<file path="config.mk">
export PLATFORM = sky130hd
export DESIGN_NAME = cpu_self_check
export DESIGN_NICKNAME = d
export VERILOG_FILES = /design/src/rtl/cpu_self_check.sv
export SDC_FILE = /design/constraint.sdc
export NUM_CORES = 1
export LEC_CHECK = 0
export ABC_AREA = 1
export ABC_CLOCK_PERIOD_IN_PS = 2600
export CAP_MARGIN = 20
export CORE_UTILIZATION = 41
export CTS_BUF_LIST = sky130_fd_sc_hd__clkbuf_4 sky130_fd_sc_hd__clkbuf_8
export DETAILED_ROUTE_END_ITERATION = 8
export PLACE_DENSITY = 0.77
export SETUP_SLACK_MARGIN = 0.2
export SLEW_MARGIN = 10
export SYNTH_ARGS = -nofsm -noshare
export SYNTH_HDL_FRONTEND = slang
export SYNTH_SLANG_ARGS = --single-unit
</file>
<file path="constraint.sdc">
create_clock -name clk -period 2.6 [get_ports clk]
set_input_delay 0.52 -clock clk [delete_from_list [all_inputs] [get_ports clk]]
set_output_delay 0.52 -clock clk [all_outputs]
set_load 0.03 [all_outputs]
</file>
<file path="src/rtl/cpu_self_check.sv">
// Self-check sequencer: holds a CPU core in reset, runs it for a bounded number of cycles,
// then reads back a table of register/memory locations over a debug port and scores them.
module cpu_self_check #(
    parameter int unsigned NUM_CHECKS   = 8,
    parameter int unsigned RESET_CYCLES = 2,
    parameter int unsigned CNT_W        = 16,
    parameter int unsigned DATA_W       = 32,
    localparam int unsigned IDX_W       = (NUM_CHECKS > 1) ? $clog2(NUM_CHECKS) : 1,
    localparam int unsigned FC_W        = $clog2(NUM_CHECKS + 1)
) (
    input  logic              clk,
    input  logic              rst,
    input  logic              start,
    input  logic [CNT_W-1:0]  run_len,
    input  logic              wait_halt,
    output logic              cpu_rst,
    output logic              cpu_en,
    input  logic              cpu_halt,
    output logic [IDX_W-1:0]  chk_idx,
    input  logic              chk_is_mem,
    input  logic [DATA_W-1:0] chk_addr,
    input  logic [DATA_W-1:0] chk_expect,
    input  logic [DATA_W-1:0] chk_mask,
    output logic              dbg_req,
    output logic              dbg_is_mem,
    output logic [DATA_W-1:0] dbg_addr,
    input  logic              dbg_ack,
    input  logic [DATA_W-1:0] dbg_rdata,
    output logic              done,
    output logic              pass,
    output logic              timeout,
    output logic [FC_W-1:0]   fail_count,
    output logic [IDX_W-1:0]  first_fail
);

    localparam int unsigned RC_W = (RESET_CYCLES > 1) ? $clog2(RESET_CYCLES) : 1;

    typedef enum logic [2:0] {
        S_IDLE,
        S_RESET,
        S_RUN,
        S_ISSUE,
        S_GAP,
        S_DONE
    } state_t;

    state_t            state;
    state_t            state_nxt;
    logic [RC_W-1:0]   rst_cnt;
    logic [CNT_W-1:0]  run_cnt;
    logic [CNT_W-1:0]  run_cnt_inc;
    logic [CNT_W-1:0]  run_len_q;
    logic              wait_halt_q;
    logic              start_ok;
    logic              rst_last;
    logic              run_last;
    logic              chk_last;
    logic              ack_hit;
    logic              mismatch;
    logic              cpu_rst_nxt;
    logic              cpu_en_nxt;
    logic              dbg_req_nxt;
    logic              done_nxt;

    assign start_ok    = start && ((state == S_IDLE) || (state == S_DONE));
    assign rst_last    = (rst_cnt == RC_W'(RESET_CYCLES - 1));
    assign run_cnt_inc = run_cnt + CNT_W'(1);
    assign run_last    = (run_cnt_inc == run_len_q);
    assign chk_last    = (chk_idx == IDX_W'(NUM_CHECKS - 1));
    assign ack_hit     = (state == S_ISSUE) && dbg_ack;
    assign mismatch    = |((dbg_rdata ^ chk_expect) & chk_mask);

    // State register; control outputs are registered from the next state
    always_ff @(posedge clk or negedge rst) begin
        if (!rst) begin
            state   <= S_IDLE;
            cpu_rst <= 1'b1;
            cpu_en  <= 1'b0;
            dbg_req <= 1'b0;
            done    <= 1'b0;
        end else begin
            state   <= state_nxt;
            cpu_rst <= cpu_rst_nxt;
            cpu_en  <= cpu_en_nxt;
            dbg_req <= dbg_req_nxt;
            done    <= done_nxt;
        end
    end

    // Next-state logic; halt takes priority over the run-length limit
    always_comb begin
        state_nxt = state;
        case (state)
            S_IDLE:  if (start) state_nxt = S_RESET;
            S_RESET: if (rst_last) state_nxt = (run_len_q == '0) ? S_ISSUE : S_RUN;
            S_RUN:   if (cpu_halt || run_last) state_nxt = S_ISSUE;
            S_ISSUE: if (dbg_ack) state_nxt = chk_last ? S_DONE : S_GAP;
            S_GAP:   state_nxt = S_ISSUE;
            S_DONE:  if (start) state_nxt = S_RESET;
            default: state_nxt = S_IDLE;
        endcase
    end

    // Output decode of the upcoming state
    always_comb begin
        cpu_rst_nxt = 1'b0;
        cpu_en_nxt  = 1'b0;
        dbg_req_nxt = 1'b0;
        done_nxt    = 1'b0;
        case (state_nxt)
            S_IDLE, S_RESET: cpu_rst_nxt = 1'b1;
            S_RUN:           cpu_en_nxt  = 1'b1;
            S_ISSUE:         dbg_req_nxt = 1'b1;
            S_DONE:          done_nxt    = 1'b1;
            default:         ;
        endcase
    end

    // Counters, run parameters, scoreboard and debug request payload
    always_ff @(posedge clk or negedge rst) begin
        if (!rst) begin
            rst_cnt     <= '0;
            run_cnt     <= '0;
            run_len_q   <= '0;
            wait_halt_q <= 1'b0;
            timeout     <= 1'b0;
            pass        <= 1'b0;
            fail_count  <= '0;
            first_fail  <= '0;
            chk_idx     <= '0;
            dbg_is_mem  <= 1'b0;
            dbg_addr    <= '0;
        end else begin
            if (start_ok) begin
                run_len_q   <= run_len;
                wait_halt_q <= wait_halt;
                timeout     <= 1'b0;
                pass        <= 1'b0;
                fail_count  <= '0;
                first_fail  <= '0;
                chk_idx     <= '0;
                rst_cnt     <= '0;
                run_cnt     <= '0;
            end
            if (state == S_RESET) begin
                rst_cnt <= rst_cnt + RC_W'(1);
                if (state_nxt == S_ISSUE) timeout <= wait_halt_q;
            end
            if (state == S_RUN) begin
                run_cnt <= run_cnt_inc;
                if ((state_nxt == S_ISSUE) && !cpu_halt) timeout <= wait_halt_q;
            end
            if (ack_hit) begin
                if (mismatch) begin
                    if (fail_count != '1) fail_count <= fail_count + FC_W'(1);
                    if (fail_count == '0) first_fail <= chk_idx;
                end
                if (chk_last) pass <= !timeout && !mismatch && (fail_count == '0);
                else          chk_idx <= chk_idx + IDX_W'(1);
            end
            // Capture the table entry once per request so it stays stable until ack
            if ((state_nxt == S_ISSUE) && (state != S_ISSUE)) begin
                dbg_is_mem <= chk_is_mem;
                dbg_addr   <= chk_addr;
            end
        end
    end

endmodule

</file>
# Yosys cells after proc, flatten, opt, wreduce, memory -nomap -nowiden
# Cells that the tools add are included.
# classes
reduce_logical,20
eq_ne,13
bitwise_logic,2
n_addsub,4
mux,34
# op_table
operator,count
$mux W3,11
$and A32 B32 Y32,1
$mux W16,2
$reduce_or A32 Y1,1
$xor A32 B32 Y32,1
$add A16 B1 Y16 const B,1
$eq A16 B16 Y1,1
$logic_not A16 Y1,1
$mux W1,16
$mux W4,4
$pmux W3 S5,1
$eq A3 B2 Y1 const B,4
$eq A3 B3 Y1 const B,4
$eq A3 B1 Y1 const B,2
$logic_and A1 B1 Y1,6
$logic_not A3 Y1,2
$add A4 B1 Y4 const B,1
$logic_not A4 Y1,1
$ne A4 B4 Y1 const B,1
$reduce_bool A2 Y1,2
$reduce_or A2 Y1,2
$add A3 B1 Y3 const B,1
$logic_not A1 Y1,3
$ne A3 B2 Y1 const B,1
2 further kinds,3
# totals
ff_bits,86
inputBits,151
wordCells,89
output_inout_bits,49

# Logic depth before layout (Yosys ltp)
# Gate-level depths: netlist of the first run.
# logic_depth
word_depth,10
mapped_depth,19
depth_no_buf,18

# Worst setup path after synthesis of the first run
# OpenSTA, ideal clock, no wires.
# synth_timing
kind,reg2reg
start,register run_cnt[0]
end,register dbg_addr[0]
arrival_time_ns,1.921
required_ns,2.482
setup_ns,0.118
path_slack_ns,0.561
stages_incl_launch_ff,20
path_buffers,1
synth_period_minus_slack_ns,2.039
cell_sequence,dfrtp_1 > ha_1 > nand2_1 > nor2_2 > nand2_2 > inv_2 > nand2_1 > nand2_1 > nand2_1 > nand2_1 > nand2_1 > nor2_1 > nand3_1 > nand2_1 > nand2_2 > nand2_4 > nand3_4 > buf_2 > nand2_1 > nand2_1
# synth_via
elab_chain_cells,7
# synth_lines
element,line,rtl
from (decl),50,logic [CNT_W-1:0] run_cnt;
from (signal assigned),150,run_cnt <= run_cnt_inc;
$add A16 B1 Y16,67,assign run_cnt_inc = run_cnt + CNT_W'(1);
$eq A16 B16 Y1,68,assign run_last = (run_cnt_inc == run_len_q);
$logic_or A1 B1 Y1,96,S_RUN: if (cpu_halt || run_last) state_nxt = S_ISSUE;
$mux W3,96,
$pmux W3 S5,93,case (state)
$eq A3 B2 Y1,162,if ((state_nxt == S_ISSUE) && (state != S_ISSUE)) begin
$logic_and A1 B1 Y1,162,
to (signal assigned),164,dbg_addr <= chk_addr;
to (decl),26,"output logic [DATA_W-1:0] dbg_addr,"
# No other way between the ends.
# A chain may end at the register's enable or synchronous reset.

# Worst setup path after layout of the first run
# layout_timing
start,register run_cnt[0]
end,register dbg_addr[22]
# Same word-level chain as after synthesis.

==> results of run 1 <==
==> where the power goes <==
| part | total, mW | internal, mW | switching (mW) |
|---|---|---|---|
| Sequential | 2.23 | 1.85 | 0.377 |
| Combinational | 4.01 | 1.59 | 2.42 |
| Clock | 0.888 | 0.360 | 0.527 |
==> repair_timing <==
item	CTS	global route
gates cloned	2	3
setup endpoints to repair	34	35
pin swaps	1	13
buffers inserted	0	9
gates resized for setup	5	30
==> state kept, by name, summed over array words and instances (netlist names) <==
register,flops
fail_count,4
dbg_addr,32
done,1
run_cnt,16
cpu_rst,1
chk_idx,3
rst_cnt,1
first_fail,3
run_len_q,16
cpu_en,1
wait_halt_q,1
dbg_is_mem,1
pass,1
state,3
timeout,1
dbg_req,1
==> metal layers <==
metal	vias up	part of all wire
met4	0	0.033
met5	-	0
met3	39	0.058
met1	2482	0.39
li1	2612	-
met2	194	0.51
==> placed cells by master, fill, tap and decap left out, drive strengths merged, types with 4 or more instances in the layout <==
| master | instances |
|---|---|
| nand2 | 204 |
| clkdlybuf4s50 | 198 |
| nand3 | 86 |
| dfrtp | 85 |
| inv | 52 |
| nand4 | 51 |
| nor2 | 45 |
| or2 | 32 |
| o21ai | 21 |
| buf | 20 |
| a21oi | 18 |
| clkbuf | 10 |
| nor3 | 7 |
| o22ai | 7 |
| ha | 5 |
| clkinv | 5 |
| mux2 | 4 |
==> cell type report <==
cell class	count	area (um^2)
flip-flops and latches	86	2158
repair buffers	219	2185
clock buffers	9	123.9
multi-input cells	495	2600
clock inverters	7	56.30
fillers	932	4074
inverters	50	188.9
well taps	143	178.9
==> worst paths after layout <==
| kind | start | endpoint | slack [ns] | cells past startpoint |
|---|---|---|---|---|
| setup / recovery | run_cnt[0]$_DFFE_PN0P_ | dbg_addr[22]$_DFFE_PN0P_ | 0.34 | 18 |
| min in group clk | dbg_addr[10]$_DFFE_PN0P_ | dbg_addr[10]$_DFFE_PN0P_ | 0.48 | 2 |
| max in group asynchronous | rst | state[0]$_DFF_PN0_ | 1.79 | 2 |
| hold / removal | rst | run_cnt[8]$_DFFE_PN0P_ | 0.11 | 1 |
| setup reg to reg | run_cnt[0]$_DFFE_PN0P_ | dbg_addr[22]$_DFFE_PN0P_ | 0.34 | 18 |
| hold reg to reg | dbg_addr[10]$_DFFE_PN0P_ | dbg_addr[10]$_DFFE_PN0P_ | 0.48 | 2 |
==> through the flow <==
stage          hold slack, ns  power, mW  utilization
2_1_floorplan          0.2244      4.535            -
3_3_place_gp           0.4546      5.694       0.6082
3_5_place_dp           0.4577      5.805       0.6082
4_1_cts                0.1271      6.826       0.6284
5_1_grt                0.1471      7.570       0.6477
6_report               0.1133      7.124       0.6477
==> cell families after synthesis <==
logic type | count (synthesis)
and+or+nand+nor | 425
DFF | 86
buffers and inverters | 73
AOI/OAI and AO/OA | 54
adders and majority gates | 5
muxes | 4
xor gates and xnor gates | 3
==> key figures, run 1 <==
Timing
  • Hold Violations, Final: 0
  • Final WS setup: about 0.34 ns
  • Worst-Margin Slew: between 0.6 and 0.7 ns
  • Slew headroom: 0.5648
  • Final setup viols: 0
  • Setup TNS: 0 ns
  • Crit share post-route: 0.8674
  • Final Slew Violations: 0
  • Setup Skew: between 0.01 and 0.015 ns
  • RSZ-0062 raised after global routing: yes
  • Fmax: roughly 440 MHz
  • Tmin final: approximately 2.3 ns

Worst setup path
  • CP max stage delay: 0.44 ns
  • CP Cell Sequence: ha_4 > nand2_4 > nor2_4 > nand2_2 > inv_2 > nand2_1 > nand2_1 > nand2_1 > nand2_1 > nand2_1 > nor2_1 > nand3_1 > nand2_2 > nand2_4 > nand2_8 > nand3_4 > nand2_1 > nand2_1
  • Critical setup path kind: reg2reg
  • Worst Path Max Fanout: 8
  • CP required: between 2 and 3 ns
  • Worst EP arrival: roughly 2.5 ns
  • CP Launch Type: flip-flop
  • CP max stage cell: dfrtp_2
  • Worst path bufs/invs: 1
  • Crit. End Element: flip-flop
  • Worst path top cell family by delay: simple AND/OR/NAND/NOR gates
  • Cell mode on critical path: nand2_1

Placed design
  • Placed insts: 979
  • Detailed placement HPWL: between 10000 and 15000 um
  • DP Worst Slack: ~0.027 ns
  • I/O Buffers: between 150 and 200
  • Placement Cell Area: 7034 um^2
  • Routability cong.: 0.8680

Finish
  • Syn-to-layout area delta: 51.95%
  • Final net count: 1017
  • Post-route cell area: around 7500 um^2
  • Share of post-route cells with drive strength above 1: 0.1328
  • Final Non-Filler Cells: between 1000 and 1500
  • Antenna cells: 0

Synth
  • Post-synth EDFFs: 0
  • Sequential fraction of the synthesis area: 0.4368
  • Post-Synthesis Cells: 650
  • Distinct cells, synth: 36
  • Compound-Gate Fraction of Synth Area: 0.06142
  • Syn_nets: 806
  • Area contributors post-synth: dfrtp_1 43%, nand2_1 15%, nand3_1 8.2%
  • Mux cell area share after synthesis: 0.009137
  • Seq cells post-synth: between 80 and 90
  • Mapped Avg Cell Area: between 7 and 8 um^2
  • Simple-gate area share of the yosys netlist: 0.4028
  • Largest family of logic cells by synthesized area: simple AND/OR/NAND/NOR gates
  • Synth Area in Adders: 0.01269
  • Synth top area share: 0.4315
  • Yosys warnings: 0
  • Post-Syn Area: between 4000 and 5000 um^2
  • Top post-synthesis cells by count: 198 x nand2_1, 85 x dfrtp_1, 81 x nand3_1, 51 x nand4_1, 44 x inv_1
  • Asr flop ratio synth: 1.000
  • Most common cell in the netlist: nand2_1
  • Post-synth top area cell: dfrtp_1
  • Prevailing post-synth register cell: dfrtp_1
  • Synth Area in XOR/XNOR: 0.008122

Run
  • Max cap viols: 0

Routing
  • Vias per cell: around 5.3
  • Final ANT Viol Nets: 0
  • Via Count: approximately 5300
  • Routed len/inst: around 16 um
  • Detailed Routing Iterations Pass 1: 5
  • Initial detailed-routing violation count: 444
  • DRT Wirelength: ~16000 um
  • DR DRC count: 0

GRT
  • Met2 Usage GRT: 0.4352
  • Met1 Resource Use GR: 0.2841
  • Initial antenna violation count: 0
  • Vias in the first global route: 5173
  • Largest net degree at the start of global routing: 46
  • First-pass GRT wire length: 24360 um
  • Routing usage on met3: 0.05498
  • Final global-route overflow total: 0
  • Total GRT Usage: 0.2471
  • Gr busiest metal: met2

Power and ir drop
  • Pleak: 3.366 nW
  • VDD IR-drop max: ~550 uV
  • P per Cell Area: around 950 nW/um^2

Floorplanning
  • Vert. Die Dim: between 100 and 150 um
  • Starting Density: 0.4263
  • Core Region: approximately 12000 um^2
  • # IOs: 200
  • Site Rows: 39
  • Total die area: between 10000 and 15000 um^2
  • Die width: ~110 um

Clocking
  • CTS Buf Count: 9
  • CTS Buffer Depth: 2
  • Clock tree sinks: 86
  • Worst-path clk slew: ~0.10 ns
  • Hold-fix buffers at CTS: 0
  • Root buf cell: clkbuf_8
  • CTS tree: yes
  • Clk_lat worst skew: 0.38 ns
  • H-tree depth: 3

Outcome
  • Status: completed

Min path
  • Worst hold path class: in2async
No activity file was read; power rests on OpenSTA's default activity.
==> inputs of run 2 (changes only) <==
Settings changed: SETUP_SLACK_MARGIN 0.2 to 0.4, SKIP_LAST_GASP set to 1.
==> run 2 against run 1 <==
Via count is 0.96% higher. Flip-flop and latch count unchanged. Critical path depth down 4. Clock-buffer cell count is the same. Fmax shrank 2.5%. Register-to-register slack worse by 0.06 ns. Sequential power about the same. Die area unchanged. Wire length grew 0.69%. Critical path type unchanged.
==> key figures, run 2 (same netlist as run 1, synthesis figures left out) <==
Finish
  • Regs by FF count: dbg_addr (32), run_cnt (16), run_len_q (16)
  • Most common cell after layout, fill and taps aside: clkdlybuf4s50_1
  • Share of post-route cells with drive strength above 1: 0.1417 (+0.008911)
  • Largest register FFs: 32 (unchanged)
  • Reg area: 2158 um^2 (unchanged)
  • Final net count: 1019 (+0.20%)
  • Syn-to-layout area delta: 52.84%
  • Fillers: 930 (-0.21%)
  • Post-layout util: 0.6515 (+0.003787)
  • Area occupied by multi-input gates: 2624 um^2 (+0.91%)
  • Register name with the most flops: dbg_addr
  • Leading cell types in the layout, fill and taps excluded: 198 x clkdlybuf4s50_1, 190 x nand2_1, 81 x dfrtp_1, 77 x nand3_1, 51 x nand4_1
  • Antenna cells: 0 (unchanged)

Timing
  • RSZ-0062 raised after global routing: yes
  • Fmax: 432.2 MHz (-2.5%)
  • Hold Violations, Final: 0 (unchanged)
  • Setup TNS: 0 ns (unchanged)
  • Worst-Margin Slew: 0.5321 ns (-0.1184 ns)
  • Final Slew Violations: 0 (unchanged)
  • Tmin final: 2.314 ns (+0.05852 ns)
  • Setup Skew: 0.01507 ns (+0.001337 ns)
  • Final setup viols: 0 (unchanged)
  • Crit share post-route: 0.8899 (+0.02251)
  • Slew headroom: 0.6453 (+0.08050)

Clocking
  • Clk_lat worst skew: 0.38 ns (about the same)
  • H-tree depth: 3 (unchanged)
  • Worst-path clk slew: 0.10 ns (about the same)
  • Clock tree sinks: 86 (unchanged)
  • CTS tree: yes
  • CTS Buf Count: 9 (unchanged)
  • CTS Buffer Depth: 2 (unchanged)
  • Root buf cell: clkbuf_8

Routing
  • Initial detailed-routing violation count: 407 (-8.3%)
  • Vias per cell: 5.319 (+0.76%)
  • Final ANT Viol Nets: 0 (unchanged)
  • Detailed Routing Iterations Pass 1: 5 (unchanged)
  • Routed len/inst: 15.75 um (+0.49%)
  • DRT Wirelength: 15930 um (+0.69%)
  • DR DRC count: 0 (unchanged)
  • Via Count: 5378 (+0.96%)

Run
  • Max cap viols: 0 (unchanged)

Worst setup path
  • Reg2reg setup slack: 0.29 ns (-0.06 ns)
  • CP max stage cell: dfrtp_2
  • Reg2reg start: run_cnt[0]$_DFFE_PN0P_
  • Worst Path Max Fanout: 8 (unchanged)
  • Critical setup path kind: reg2reg
  • CP required: 2.88 ns (about the same)
  • CP Cell Sequence: ha_4 > nand2_4 > nor2_4 > nand3_1 > xnor3_1 > nand2_1 > nor2_1 > nand3_1 > nand2_2 > nand2_4 > nand2_8 > nand3_4 > nand2_1 > nand2_1
  • Crit. End Element: flip-flop
  • CP max stage delay: 0.44 ns (about the same)
  • FF-to-FF path depth: 14 (-4)
  • Worst path top cell family by delay: simple AND/OR/NAND/NOR gates
  • Cell mode on critical path: nand2_1
  • R2r endpoint: dbg_addr[23]$_DFFE_PN0P_
  • Worst EP arrival: 2.59 ns (+0.06 ns)
  • CP Launch Type: flip-flop
  • Worst path bufs/invs: 0 (-1)

Power and ir drop
  • Total power draw: 7.259 mW (+1.9%)
  • VDD IR-drop max: 549.4 uV (-0.20%)
  • P per Cell Area: 963.4 nW/um^2 (+1.3%)
  • Pleak: 3.382 nW (+0.46%)

Floorplanning
  • Die width: 111.7 um (unchanged)
  • Core Region: 11560 um^2 (unchanged)
  • Total die area: 12470 um^2 (unchanged)
  • # IOs: 200 (unchanged)
  • Starting Density: 0.4263 (unchanged)
  • Site Rows: 39 (unchanged)
  • Vert. Die Dim: 111.7 um (unchanged)

GRT
  • First-pass GRT wire length: 24680 um (+1.3%)
  • Initial antenna violation count: 0 (unchanged)
  • Total GRT Usage: 0.2502 (+0.003065)
  • Final global-route overflow total: 0 (unchanged)
  • Largest net degree at the start of global routing: 46 (unchanged)
  • Vias in the first global route: 5231 (+1.1%)

Placed design
  • Routability cong.: 0.8680 (unchanged)
  • Detailed placement HPWL: 11710 um (unchanged)
  • I/O Buffers: 199 (unchanged)

Min path
  • Worst hold path class: in2async

Outcome
  • Status: completed
-- run 2: worst max path at each step --
stage | start | endpoint | cells past startpoint
global route | run_cnt[1]$_DFFE_PN0P_ | timeout$_DFF_PN0_ | 19
finish | run_cnt[0]$_DFFE_PN0P_ | dbg_addr[23]$_DFFE_PN0P_ | 14
global placement | run_cnt[0]$_DFFE_PN0P_ | dbg_addr[5]$_DFFE_PN0P_ | 16
floorplan | run_cnt[0]$_DFFE_PN0P_ | dbg_addr[0]$_DFFE_PN0P_ | 19
CTS | run_cnt[0]$_DFFE_PN0P_ | timeout$_DFF_PN0_ | 15
detailed placement | run_cnt[0]$_DFFE_PN0P_ | dbg_addr[2]$_DFFE_PN0P_ | 14
-- run 2: cell type report --
class	instances	share of cell area
Tap cell	143	0.02375
Clock inverter	7	0.007473
Clock buffer	9	0.01644
Inverter	50	0.02507
Timing Repair Buffer	221	0.2926
Multi-Input combinational cell	495	0.3482
Sequential cell	86	0.2864
-- run 2: where the power goes --
group	internal [mW]	switching (mW)	total [mW]
combinational	1.65	2.48	4.13
clock	0.361	0.533	0.893
sequential	1.85	0.384	2.23
total	3.86	3.40	7.26
-- run 2: worst register-to-register path, stage by stage, from the launching register on --
cell and delay, ns:
dfrtp_2 0.44, ha_4 0.18, nand2_4 0.06, nor2_4 0.17, nand3_1 0.18, xnor3_1 0.25, nand2_1 0.07, nor2_1 0.08
nand3_1 0.11, nand2_2 0.10, nand2_4 0.10, nand2_8 0.13, nand3_4 0.18, nand2_1 0.12, nand2_1 0.06
-- run 2: through the flow --
| step | hold WS, ns | setup WS [ns] | instance area [um^2] | instances |
|---|---|---|---|---|
| 2_1_floorplan | 0.2244 | 0.5612 | 4930 | 650 |
| 3_3_place_gp | 0.4546 | 0.1589 | 7034 | 979 |
| 3_5_place_dp | 0.4577 | 0.02737 | 7034 | 979 |
| 4_1_cts | 0.1271 | 0.3405 | 7337 | 1002 |
| 5_1_grt | 0.1430 | 0.1038 | 7535 | 1011 |
| 6_report | 0.1106 | 0.2863 | 7535 | 1011 |
-- run 2: repair_timing --
item                       CTS  global route
setup endpoints to repair   35            38
gates resized for setup     13            30
pin swaps                    2            18
hold endpoints to repair     0             0
hold buffers                 0             0
setup buffers                3             8
cloned                       4             1
-- run 2: metal layers --
metal,part of all wire,track usage
met4,0.039,0.1351
met5,0,0
met3,0.055,0.05008
met2,0.52,0.4406
met1,0.39,0.2848
